===== config.mk =====
export PLATFORM = sky130hd
export DESIGN_NAME = sound_mem_arbiter
export DESIGN_NICKNAME = d
export VERILOG_FILES = /design/src/rtl/sound_mem_arbiter.sv
export SDC_FILE = /design/constraint.sdc
export NUM_CORES = 1
export LEC_CHECK = 0
export BUFFER_PORTS_ARGS = -buffer_cell sky130_fd_sc_hd__buf_2
export CAP_MARGIN = 5
export CORE_MARGIN = 5
export CORE_UTILIZATION = 53
export DETAILED_ROUTE_END_ITERATION = 8
export PLACE_DENSITY_LB_ADDON = 0.25
export SKIP_LAST_GASP = 1
export SLEW_MARGIN = 20
export SYNTH_ARGS = -nofsm -noshare
export SYNTH_HDL_FRONTEND = slang
export SYNTH_SLANG_ARGS = --single-unit

===== constraint.sdc =====
create_clock -name clk_i -period 2.1 [get_ports clk_i]
set_input_delay 0.105 -clock clk_i [delete_from_list [all_inputs] [get_ports clk_i]]
set_output_delay 0.105 -clock clk_i [all_outputs]
set_load 0.005 [all_outputs]

===== src/rtl/sound_mem_arbiter.sv =====
// Sound SDRAM port arbiter: one registered transaction at a time, shared by the GLU and the DOC.
// DOC has priority with a GLU starvation guard; optional statistics under `SOUND_ARB_STATS_EN.

package sound_arb_pkg;
    typedef struct packed {
        logic        rd;
        logic [23:0] addr;
        logic [31:0] data;
        logic [3:0]  byte_en;
    } snd_req_t;
endpackage

// One client port: pending request register plus its ready/read-data outputs.
module sound_arb_port (
    input  logic                    clk_i,
    input  logic                    reset_i,
    input  logic                    rd_i,
    input  logic                    wr_i,
    input  logic [23:0]             addr_i,
    input  logic [31:0]             data_i,
    input  logic [3:0]              byte_en_i,
    input  logic                    done_i,
    input  logic [31:0]             sdram_q_i,
    output logic                    pend_o,
    output sound_arb_pkg::snd_req_t req_o,
    output logic                    ready_o,
    output logic [31:0]             q_o
);
    always_ff @(posedge clk_i) begin
        if (reset_i) begin
            pend_o <= 1'b0;
            req_o  <= '0;
            q_o    <= '0;
        end else if (done_i) begin
            pend_o <= 1'b0;
            if (req_o.rd)
                q_o <= sdram_q_i;
        end else if (!pend_o && (rd_i || wr_i)) begin
            // rd wins when both pulse together
            pend_o        <= 1'b1;
            req_o.rd      <= rd_i;
            req_o.addr    <= addr_i;
            req_o.data    <= data_i;
            req_o.byte_en <= byte_en_i;
        end
    end

    assign ready_o = !pend_o;
endmodule

module sound_mem_arbiter #(
    parameter int GLU_STARVE_LIMIT = 4
) (
    input  logic        clk_i,
    input  logic        reset_i,
    input  logic        glu_rd_i,
    input  logic        glu_wr_i,
    input  logic [23:0] glu_addr_i,
    input  logic [31:0] glu_data_i,
    input  logic [3:0]  glu_byte_en_i,
    output logic        glu_ready_o,
    output logic [31:0] glu_q_o,
    input  logic        doc_rd_i,
    input  logic        doc_wr_i,
    input  logic [23:0] doc_addr_i,
    input  logic [31:0] doc_data_i,
    input  logic [3:0]  doc_byte_en_i,
    output logic        doc_ready_o,
    output logic [31:0] doc_q_o,
    input  logic        sdram_ready_i,
    output logic        sdram_rd_o,
    output logic        sdram_wr_o,
    output logic [23:0] sdram_addr_o,
    output logic [31:0] sdram_data_o,
    output logic [3:0]  sdram_byte_en_o,
    input  logic [31:0] sdram_q_i,
    output logic [15:0] stat_glu_grants_o,
    output logic [15:0] stat_doc_grants_o,
    output logic [7:0]  stat_glu_max_wait_o
);
    import sound_arb_pkg::*;

    localparam int   NUM_CLIENTS = 2;
    localparam logic GLU         = 1'b0;
    localparam logic DOC         = 1'b1;

    typedef enum logic [1:0] {S_IDLE, S_WAIT0, S_WAIT1} state_t;

    logic [NUM_CLIENTS-1:0]        cl_rd, cl_wr, cl_pend, cl_done, cl_ready;
    logic [NUM_CLIENTS-1:0][23:0]  cl_addr;
    logic [NUM_CLIENTS-1:0][31:0]  cl_data, cl_q;
    logic [NUM_CLIENTS-1:0][3:0]   cl_be;
    snd_req_t [NUM_CLIENTS-1:0]    cl_req;

    state_t   state, state_nxt;
    logic     win, sel, issue, done, glu_first;
    logic [3:0] starve_cnt;
    snd_req_t cmd_q, cmd_cur;

    assign cl_rd   = {doc_rd_i, glu_rd_i};
    assign cl_wr   = {doc_wr_i, glu_wr_i};
    assign cl_addr = {doc_addr_i, glu_addr_i};
    assign cl_data = {doc_data_i, glu_data_i};
    assign cl_be   = {doc_byte_en_i, glu_byte_en_i};

    for (genvar g = 0; g < NUM_CLIENTS; g++) begin : g_client
        sound_arb_port u_port (
            .clk_i     (clk_i),
            .reset_i   (reset_i),
            .rd_i      (cl_rd[g]),
            .wr_i      (cl_wr[g]),
            .addr_i    (cl_addr[g]),
            .data_i    (cl_data[g]),
            .byte_en_i (cl_be[g]),
            .done_i    (cl_done[g]),
            .sdram_q_i (sdram_q_i),
            .pend_o    (cl_pend[g]),
            .req_o     (cl_req[g]),
            .ready_o   (cl_ready[g]),
            .q_o       (cl_q[g])
        );
        assign cl_done[g] = done && (win == 1'(g));
    end

    assign glu_ready_o = cl_ready[GLU];
    assign doc_ready_o = cl_ready[DOC];
    assign glu_q_o     = cl_q[GLU];
    assign doc_q_o     = cl_q[DOC];

    // GLU takes the slot when DOC is absent or has had its quota of back-to-back wins
    assign glu_first = cl_pend[GLU] &&
                       (!cl_pend[DOC] || (starve_cnt >= 4'(GLU_STARVE_LIMIT)));

    always_comb begin
        state_nxt = state;
        issue     = 1'b0;
        done      = 1'b0;
        sel       = win;
        case (state)
            S_IDLE: begin
                if (sdram_ready_i && (|cl_pend)) begin
                    issue     = 1'b1;
                    sel       = glu_first ? GLU : DOC;
                    state_nxt = S_WAIT0;
                end
            end
            S_WAIT0: state_nxt = S_WAIT1;  // controller needs a cycle to drop ready
            S_WAIT1: begin
                if (sdram_ready_i) begin
                    done      = 1'b1;
                    state_nxt = S_IDLE;
                end
            end
            default: state_nxt = S_IDLE;
        endcase
    end

    always_ff @(posedge clk_i) begin
        if (reset_i) begin
            state      <= S_IDLE;
            win        <= GLU;
            starve_cnt <= '0;
            cmd_q      <= '0;
        end else begin
            state <= state_nxt;
            if (issue) begin
                win   <= sel;
                cmd_q <= cl_req[sel];
                if (sel == GLU)
                    starve_cnt <= '0;
                else if (cl_pend[GLU] && (starve_cnt != 4'hF))
                    starve_cnt <= starve_cnt + 4'd1;
            end
        end
    end

    // Fields come straight from the winner on the issue cycle, then stay held
    assign cmd_cur         = issue ? cl_req[sel] : cmd_q;
    assign sdram_rd_o      = issue &&  cl_req[sel].rd;
    assign sdram_wr_o      = issue && !cl_req[sel].rd;
    assign sdram_addr_o    = cmd_cur.addr;
    assign sdram_data_o    = cmd_cur.data;
    assign sdram_byte_en_o = cmd_cur.byte_en;

`ifdef SOUND_ARB_STATS_EN
    logic [15:0] glu_grants, doc_grants;
    logic [7:0]  glu_wait, glu_max_wait;
    logic        glu_waiting;

    // Pending but not the transaction currently on the bus
    assign glu_waiting = cl_pend[GLU] && !((state != S_IDLE) && (win == GLU));

    always_ff @(posedge clk_i) begin
        if (reset_i) begin
            glu_grants   <= '0;
            doc_grants   <= '0;
            glu_wait     <= '0;
            glu_max_wait <= '0;
        end else begin
            if (issue && (sel == GLU)) begin
                glu_grants <= glu_grants + 16'd1;
                glu_wait   <= '0;
                if (glu_wait > glu_max_wait)
                    glu_max_wait <= glu_wait;
            end else if (glu_waiting && (glu_wait != 8'hFF)) begin
                glu_wait <= glu_wait + 8'd1;
            end
            if (issue && (sel == DOC))
                doc_grants <= doc_grants + 16'd1;
        end
    end

    assign stat_glu_grants_o   = glu_grants;
    assign stat_doc_grants_o   = doc_grants;
    assign stat_glu_max_wait_o = glu_max_wait;
`else
    assign stat_glu_grants_o   = '0;
    assign stat_doc_grants_o   = '0;
    assign stat_glu_max_wait_o = '0;
`endif

endmodule

# Word level (Yosys, flattened, before mapping)
# Index checks and enable logic that the tools add are counted.
[word_totals]
ff_bits = 255
in_bits = 159
word_cells = 70
[op_classes]
addsub = 1
n_lt_le_gt_ge = 2
n_eq_ne = 6
n_mux = 15
bitwise_logic = 3
n_reduce_logical = 25
[op_table]
columns = ["operator", "n"]
rows = [
  ["61-bit two-way mux", 2],
  ["60-bit two-way mux", 1],
  ["2-bit AND reduction", 6],
  ["1-bit logical AND", 9],
  ["4-bit two-way mux", 2],
  ["1-bit two-way mux", 7],
  ["2-bit one-hot mux with 3 select lines", 1],
  ["2-bit OR reduction", 3],
  ["4-bit by 1-bit adder with 4-bit output (second input constant)", 1],
  ["4-bit by 3-bit >= comparator with 1-bit output (second input constant)", 1],
  ["2-bit two-way mux", 2],
  ["2-bit != test (second input constant)", 2],
  ["4-bit != test (second input constant)", 1],
  ["1-bit zero test", 3],
  ["1-bit logical OR", 3],
  ["1-bit NOT", 3],
  ["2-bit by 1-bit equality test with 1-bit output (second input constant)", 1],
  ["2-bit equality test (second input constant)", 1],
  ["2-bit zero test", 1],
  ["1-bit by 2-bit < comparator with 1-bit output (second input constant)", 1],
  ["2-bit by 1-bit != test with 1-bit output (second input constant)", 1],
]

# Depth between registers and ports, before layout
# Gate-level depths: netlist (run 1).
[depth]
ltp_word = 10
depth_mapped = 6

# Cells and area by module
# From an unflattened synthesis (run 1), not the netlist that was laid out.
[hier_totals]
hier_cells = 1328
hier_area_um2 = 13025.0
[modules_own_cells]
columns = ["mod", "instances", "cells_per_inst", "area_each_um2", "seq_area_each_um2"]
rows = [
  ["sound_arb_port", 2, 411, 4106.4, 1881.8],
  ["sound_mem_arbiter", 1, 506, 4812.1, 1341.3],
]

# Least setup slack after synthesis (run 1)
# OpenSTA, ideal clock, no wires.
[synth_timing]
path_kind = "register to register"
startpoint = "reg state[0]"
endpoint = "reg cmd_q[53] (netlist bit)"
arrival_ns = 1.448
required_time_ns = 1.966
setup_slack_ns = 0.518
stages_incl_launch_ff = 7
path_buffers = 3
synth_period_minus_slack_ns = 1.582
path_cell_list = "dfxtp_1 > buf_4 > and4bb_1 > buf_4 > buf_2 > a2111oi_2 > nor4_1"
[synth_between]
elab_chain_len = 5
elab_cells_between_ends = 6
classes_between = "mux: 5; reduce/logical: 1"
[synth_rtl]
columns = ["element", "line", "text"]
rows = [
  ["start: declaration", "95", "state_t state, state_nxt;"],
  ["start signal: assignment", "165", "state <= state_nxt;"],
  ["2-bit zero test (*)", "139", "case (state)"],
  ["1-bit two-way mux", "139", ""],
  ["61-bit two-way mux (not written as such) (2 in series)", "168", "cmd_q <= cl_req[sel];"],
  ["60-bit two-way mux (*)", "n/a", ""],
  ["end signal: assignment", "168", ""],
  ["end: declaration", "98", "snd_req_t cmd_q, cmd_cur;"],
]
# Every way passes the cells marked *; elsewhere a longest branch is shown, timed or not. The select of a mux whose other input is x is not followed.
# A chain may end at the register's enable or synchronous reset.

# Final worst setup path (run 1)
[layout_timing]
startpoint = "reg state[0]"
endpoint = "out sdram_data_o[18]"
[layout_between]
elab_chain_len = 5
elab_cells_between_ends = 6
classes_between = "mux: 5; reduce/logical: 1"
[layout_rtl]
columns = ["element", "line", "text"]
rows = [
  ["2-bit zero test (*)", "139", ""],
  ["1-bit two-way mux", "139", ""],
  ["61-bit two-way mux (2 in series)", "n/a", ""],
  ["60-bit two-way mux (*)", "n/a", ""],
  ["end: declaration", "74", "output logic [31:0] sdram_data_o,"],
]
# Marks and branches as above.

==> results of run 1 <==
## critical path, delay by kind of cell (launching register included)
family                 cells  cell delay (ns)
DFF                        1             0.37
and+or+nand+nor            3             1.05
buffers and inverters      2             0.37
## per-stage QoR
stage | worst slack (ns) | total power [µW] | area, µm² | cells | utilization, %
floorplan | 0.518 | 6810 | 12500 | 1385 | -
global placement | 0.145 | 7520 | 13900 | 1837 | 61.1
finish | -0.345 | 13500 | 18500 | 2081 | 81.0
detailed placement | 0.133 | 7560 | 13900 | 1837 | 61.1
global route | -0.448 | 13900 | 18500 | 2080 | 81.0
CTS | -0.260 | 13200 | 17900 | 2066 | 78.4
## path summary, 6_finish.rpt
kind                              startpoint                            to  slack (ns)  cells after the start
setup reg to reg                    state[1]  g_client[1].u_port.req_o[57]        0.07                      6
setup / recovery                    state[0]              sdram_data_o[18]       -0.34                      5
hold / removal                 sdram_ready_i                      state[1]        0.11                      4
hold reg to reg   g_client[0].u_port.q_o[19]    g_client[0].u_port.q_o[19]        0.47                      2
## power by group through the flow
stage	clock [µW]	combinational, µW	sequential (µW)
3_3_place_gp	0	2130	5390
3_5_place_dp	0	2160	5400
2_1_floorplan	0	1460	5350
4_1_cts	5020	2830	5340
6_report	4980	3150	5360
5_1_grt	5230	3320	5380
## timing repair
action | in CTS | in global routing
gates cloned | 11 | 5
endpoints found under the setup margin | 62 | 62
hold buffers | 155 | 0
pin swaps | 11 | 14
endpoints found under the hold margin | 187 | 0
gates resized for setup | 144 | 55
setup buffers | 15 | 8
## per-layer routing
metal,vias to the layer above,global-route usage [%],wire length [µm]
met1,6032,38.6,17600
met4,0,10.1,1530
met5,-,0,0
met2,653,51.8,21900
li1,5614,-,-
met3,130,5.49,3470
## cells in the mapped netlist
cell type,number
nand2_1,4
inv_1,1
clkbuf_1,88
inv_2,1
or3_1,1
mux2i_1,123
nor2_2,1
nor2_1,6
or4bb_1,1
and2_1,1
ha_1,1
nor3_1,63
or2_1,1
nand2b_1,245
a211oi_1,2
nor4_1,120
a21oi_1,129
nor2b_1,1
buf_6,2
and3b_1,2
conb_1,1
clkbuf_2,6
o21ai_0,66
o21a_1,1
a221oi_1,1
nand3_1,66
nor4bb_1,1
or3b_1,2
dfxtp_1,255
nand3b_1,1
a2111oi_1,2
and4bb_1,1
buf_1,5
a2111oi_2,58
buf_2,32
nor3b_1,2
buf_4,53
## layout make-up
type | count | area, µm² | area share [%]
repair buffers | 516 | 4130 | 22.4
multi-input cells | 945 | 7870 | 42.6
well taps | 313 | 392 | 2.12
diodes | 2 | 5.00 | 0.0271
clock buffers | 43 | 878 | 4.76
flip-flops and latches | 255 | 5120 | 27.8
inverters | 2 | 7.51 | 0.0407
clock inverters | 5 | 56.3 | 0.305
## cells by family (layout without fill, tap and decap cells)
| kind of cell | count (synthesis) | in the layout | share of synthesized area [%] |
|---|---|---|---|
| compound gates | 259 | 259 | 15.4 |
| fa+ha+maj | 1 | 1 | 0.102 |
| mux | 123 | 123 | 10.0 |
| flops | 255 | 255 | 41.5 |
| buf+inv | 188 | 566 | 7.86 |
| simple gates | 519 | 522 | 25.1 |
| other cells | 1 | 42 | 0.0305 |
## state kept, by name, indices dropped and copies added (netlist names)
signal                  flops
cmd_q                      60
g_client.u_port.pend_o      2
g_client.u_port.q_o        64
g_client.u_port.req_o     122
starve_cnt                  4
state                       2
win                         1
==> results.txt, run 1 <==
- Wirelength, routed: 44,400 µm
* RSZ-0062 raised after global routing: yes
- Fill cell count: 1,287
- For this design the static power due to leakage is 0.00709 µW.
- Residual DRC count: 0
- After layout, the worst path uses 116% of the clock period.
- Result of the run: finished with violations
* CTS Buf Count: 28
- The via count of the first global-routing pass is 12,200.
- The critical path in this run is classified as reg -> out.
- Max-cap violations in this run came to 0.
- Dominant cell type by area after synthesis: dfxtp_1
* Switching power summed over all nets: 3930 µW
- From synthesis to final layout, the design area changed by 49.9%.
* HPWL after detailed placement: 22,200 µm
- The cell count after synthesis came out at 1,346.
- The worst setup path is captured at an output port.
- The floorplan step defined a die boundary enclosing 26,400 µm².
- Combinational logic is responsible for 23.3% of the overall power.
- First-pass GRT wire length: 65,800 µm
- At the pin with the least slew margin, the transition time is 0.652 ns.
- Worst hold slack: 0.113 ns
- By area the synthesized netlist is led by dfxtp_1, nand2b_1, mux2i_1.
- The final hold violation count was 0.
- Walking the worst path, the cells encountered are or3b_4 > buf_12 > nor4_1 > nor3_1 > buf_2.
- At the end of routability-driven placement, the weighted congestion stood at 0.792.
- In this run the worst path has a maximum fanout of 23.
* Maximum clock rate: 0.409 GHz
- In the routed layout, each cell is associated on average with a via count of 5.97.
- Clock tree from TritonCTS: built
* Count of antenna-violating nets left after detailed routing: 0
* P per Cell Area: 731 nW/µm²
- Data required time at the worst endpoint: 2.00 ns
- Largest net degree at the start of global routing: 115
* IR Drop Worst-Case VDD: 0.504 mV
* Final nets: 1,908
- Dividing the detail-routed wire length by the instance count gives 21.4 µm.
* Initial antenna violation count: 1
- CTS saw 255 sinks.
* Slowest stage delay, CP: 0.48 ns
- Root buffer selected by CTS: clkbuf_16
- Post-synth top area share: 41.5%
- Slew Limit Headroom: 56.5%
- The synthesized netlist occupies a cell area of 12,300 µm².
- CTS built an H-tree with a depth of 1.
- During I/O placement, the number of pins put on the boundary was 327.
- Share of total power in the clock network: 36.9%
* Clock transition at the registers of the reported paths: 0.06 ns
* Category of the worst setup path launch point: register
- Number of pins exceeding their max-slew limit in the final report: 0
- Effective utilization at floorplan: 54.0%
- Once routing completed, OpenROAD measured the worst setup slack at -0.345 ns.
- Of the synthesized area, sequential elements account for 41.5%.
- Avg Inst Size Synth: 9.14 µm²
- Cell internal power was estimated by the tool at 9560 µW.
* Number of warnings printed during yosys synthesis: 0
- After floorplanning, the core was divided into 55 placement rows.
- Switching part of the total power: 29.2%
- Layout Skew: 0.00979 ns
- Top library cells by usage in the layout, fill and taps aside: buf_2, dfxtp_1, nand2b_1
- Final worst path period need: 2.44 ns
* Signal arrival time at the worst endpoint: 2.34 ns
- Number of flip-flops and latches in the synthesized netlist: 255
- Setup violations remaining at the end of the flow were counted as 60.
- After synthesis, the netlist uses 37 different library cells.
- Summed over all layers, the global routing overflow is 0.
- Sequential cells burn 39.7% of the power.
* Most common cell after layout, fill and taps aside: buf_2
- The slowest stage of the critical path belongs to the cell nor4_1.
* Final TNS setup: -12.33 ns
- The core region is 22,800 µm².
- Floorplan die height: 162 µm
- The final reports fail on negative setup slack.
- Buffers placed on the I/O ports in this run total 286.
- Across every metal layer, demand over resource in global routing totals 30.3%.
- The routed layout has 12,400 vias.
* Min-Delay Path Class: in -> reg
* Initial DRT Pass Iterations: 6
- Fraction of layout cells with a size suffix above 1: 31.7%
- Skew-Pair Late Insertion Delay: 0.54 ns
- Detailed router's first-iteration violation count: 1,215
* Worst-case clock buffer depth: 3
- The die is 162 µm wide.
Power figures use the tool's default switching activity.
==> run 2: changes to the inputs <==
CORE_MARGIN = 3   (was 5)
==> results.txt, run 2 (synthesis gave the netlist of run 1 again) <==
- STA puts the critical path data required time at 2.00 ns.
* Category of the worst setup path launch point: register
* Skew-Pair Late Insertion Delay: 0.53 ns
* HPWL after detailed placement: 21,600 µm
- Using the TritonRoute via totals, the vias-per-cell ratio works out to 5.93.
- Layout Skew: 0.0115 ns
- Headroom to the max-slew limit came out at 54.8%.
- Summed over all cells, the static leakage comes to 0.00707 µW.
- Path depth of the worst reg2reg path: 5
- Routability-driven placement finished with a final weighted congestion of 0.796.
* Num rows: 55
- DIE WIDTH: 158 µm
- Total number of H-tree levels: 1
* Number of pins exceeding their max-slew limit in the final report: 0
- Counting instances, the worst hold path has a depth of 3.
* Largest net degree at the start of global routing: 127
- The floorplan step defined a die boundary enclosing 25,100 µm².
* Worst hold slack: 0.0349 ns
- Maximum clock rate: 0.411 GHz
- TritonCTS built the clock tree.
- RR Startpoint: starve_cnt[2]
- Fraction of layout cells with a size suffix above 1: 31.0%
* Growth of design area from synthesis to finish: 47.6%
- Effective utilization at floorplan: 54.2%
* Total Routing Usage GR: 29.7%
* IR Drop Worst-Case VDD: 0.582 mV
- From bottom edge to top edge, the die measures 158 µm.
- Initial DRT Pass Iterations: 5
* Total power: 13,100 µW
- The critical path is of the reg -> out type.
- Max-cap violations in this run came to 0.
- The count of cells in the finished layout, fillers not included, comes to 2,064.
- The worst hold path belongs to the class in -> reg.
- The endpoint identified for the worst register-to-register timing path is cmd_q[36].
- The first global-routing pass estimated 61,000 µm of wire.
* Wirelength, routed: 43,500 µm
- Input/output buffers: 286
- At the worst endpoint, the arrival time is 2.33 ns.
* Worst-case clock buffer depth: 3
- For the pin with the worst max-slew slack, the measured transition is 0.678 ns.
- Root buffer selected by CTS: clkbuf_16
- The checks that failed: negative setup slack.
- The flow ran to the end, but the final reports show violations.
- Initial antenna violation count: 4
- Critical path fanouts, max: 29
* Count of antenna-violating nets left after detailed routing: 0
* IO Count: 327
- The via count of the first global-routing pass was 11,800.
- In the layout the commonest cells are buf_2, dfxtp_1, nand2b_1.
- Detailed router's first-iteration violation count: 1,087
* Total via count in the routed design: 12,200
- In this run, placement finished with an instance count of 1,813.
- The register with the most flip-flops in the layout has 122 of them.
- The startpoint identified for the worst hold timing path is glu_wr_i.
* Final nets: 1,918
* Minimum setup slack in the final design: -0.334 ns
* Clock Sink Count: 255
- Largest register by flop count: g_client.u_port.req_o
* P per Cell Area: 718 nW/µm²
- The core region is 22,700 µm².
- Worst hold path endpoint: g_client[0].u_port.pend_o
- Endpoints failing hold: 0
- GR Overflow Total: 0
- Core Util, Final: 80.0%
- Share of the clock period used by the worst path after layout: 116%
- In the routed design, unresolved DRC markers number 0.
- Placed instance area: 13,900 µm²
- The worst setup path is captured at an output port.
- Setup violations remaining at the end of the flow were counted as 62.
- CTS Buf Count: 27
* Reg2reg setup slack: 0.20 ns
- After layout, the minimum clock period comes to 2.43 ns.
- After detailed routing, the average wire length per cell comes to 21.1 µm.
- Clock transition at the registers of the reported paths: 0.06 ns
- After routing the design area is 18,200 µm².
- RSZ-0062 raised after global routing: yes
- Most common cell after layout, fill and taps aside: buf_2
- In the final layout, the registers with the most flip-flops are g_client.u_port.req_o (122), g_client.u_port.q_o (64), cmd_q (60).
[run 2: cell types whose count changed in the layout (fill, tap and decap cells not counted), sizes merged]
cell / previous run / this run
buf: 355 / 362
clkbuf: 48 / 51
clkinv: 3 / 4
clkinvlp: 1 / 2
diode: 2 / 3
dlygate4sd3: 155 / 154
or2: 2 / 1
[run 2: how the worst max path moves through the flow]
| stage | from | end | slack (ns) | depth (start not counted) |
|---|---|---|---|---|
| after floorplan | state[0] | cmd_q[53] | 0.52 | 6 |
| after global placement | state[1] | sdram_addr_o[23] | 0.23 | 5 |
| after detailed placement | state[1] | sdram_addr_o[23] | 0.16 | 5 |
| after CTS | starve_cnt[3] | sdram_data_o[22] | -0.24 | 5 |
| after global routing | state[1] | sdram_addr_o[23] | -0.40 | 5 |
| final | state[1] | sdram_addr_o[23] | -0.33 | 5 |
[run 2: what timing repair did]
item                                   CTS  global route
setup buffers                            3            25
gates cloned                             2            17
pin swaps                                1            18
setup endpoints to repair               62            62
hold buffers                           154             0
endpoints found under the hold margin  186             0
gates resized for setup                 86            66
[run 2: final cells by class]
type,count,area [µm²]
clock inverter,7,65.1
inverter,2,7.51
multi-input combinational,944,7580
tap,285,357
timing repair buffer,528,4240
antenna,3,7.51
sequential,255,5120
fill,1382,4540
clock buffer,40,785
[run 2: routing by layer]
metal | GRT usage (%) | wire [µm] | vias up
met5 | 0 | 27 | -
met1 | 37.1 | 17300 | 5821
met3 | 5.82 | 3220 | 160
li1 | - | - | 5620
met4 | 14.3 | 2160 | 4
met2 | 49.5 | 20800 | 638
[run 2: power by group]
group          switching [µW]  internal (µW)  leakage, µW
logic                    1640           1430      0.00456
registers                 209           5140      0.00209
clock network            1950           2690     0.000414
[run 2: critical path, cell delays in order (launching register included)]
cell and delay (ns):
dfxtp_4 0.39, or3b_4 0.44, buf_8 0.21, nor4_2 0.44, nor3_2 0.14, buf_2 0.16
[run 2: per-stage QoR]
| stage | setup TNS, ns | setup WS [ns] |
|---|---|---|
| final | -12.32 | -0.334 |
| after global routing | -15.88 | -0.402 |
| after CTS | -12.75 | -0.244 |
| after detailed placement | 0 | 0.160 |
| after global placement | 0 | 0.227 |
| after floorplan | 0 | 0.518 |
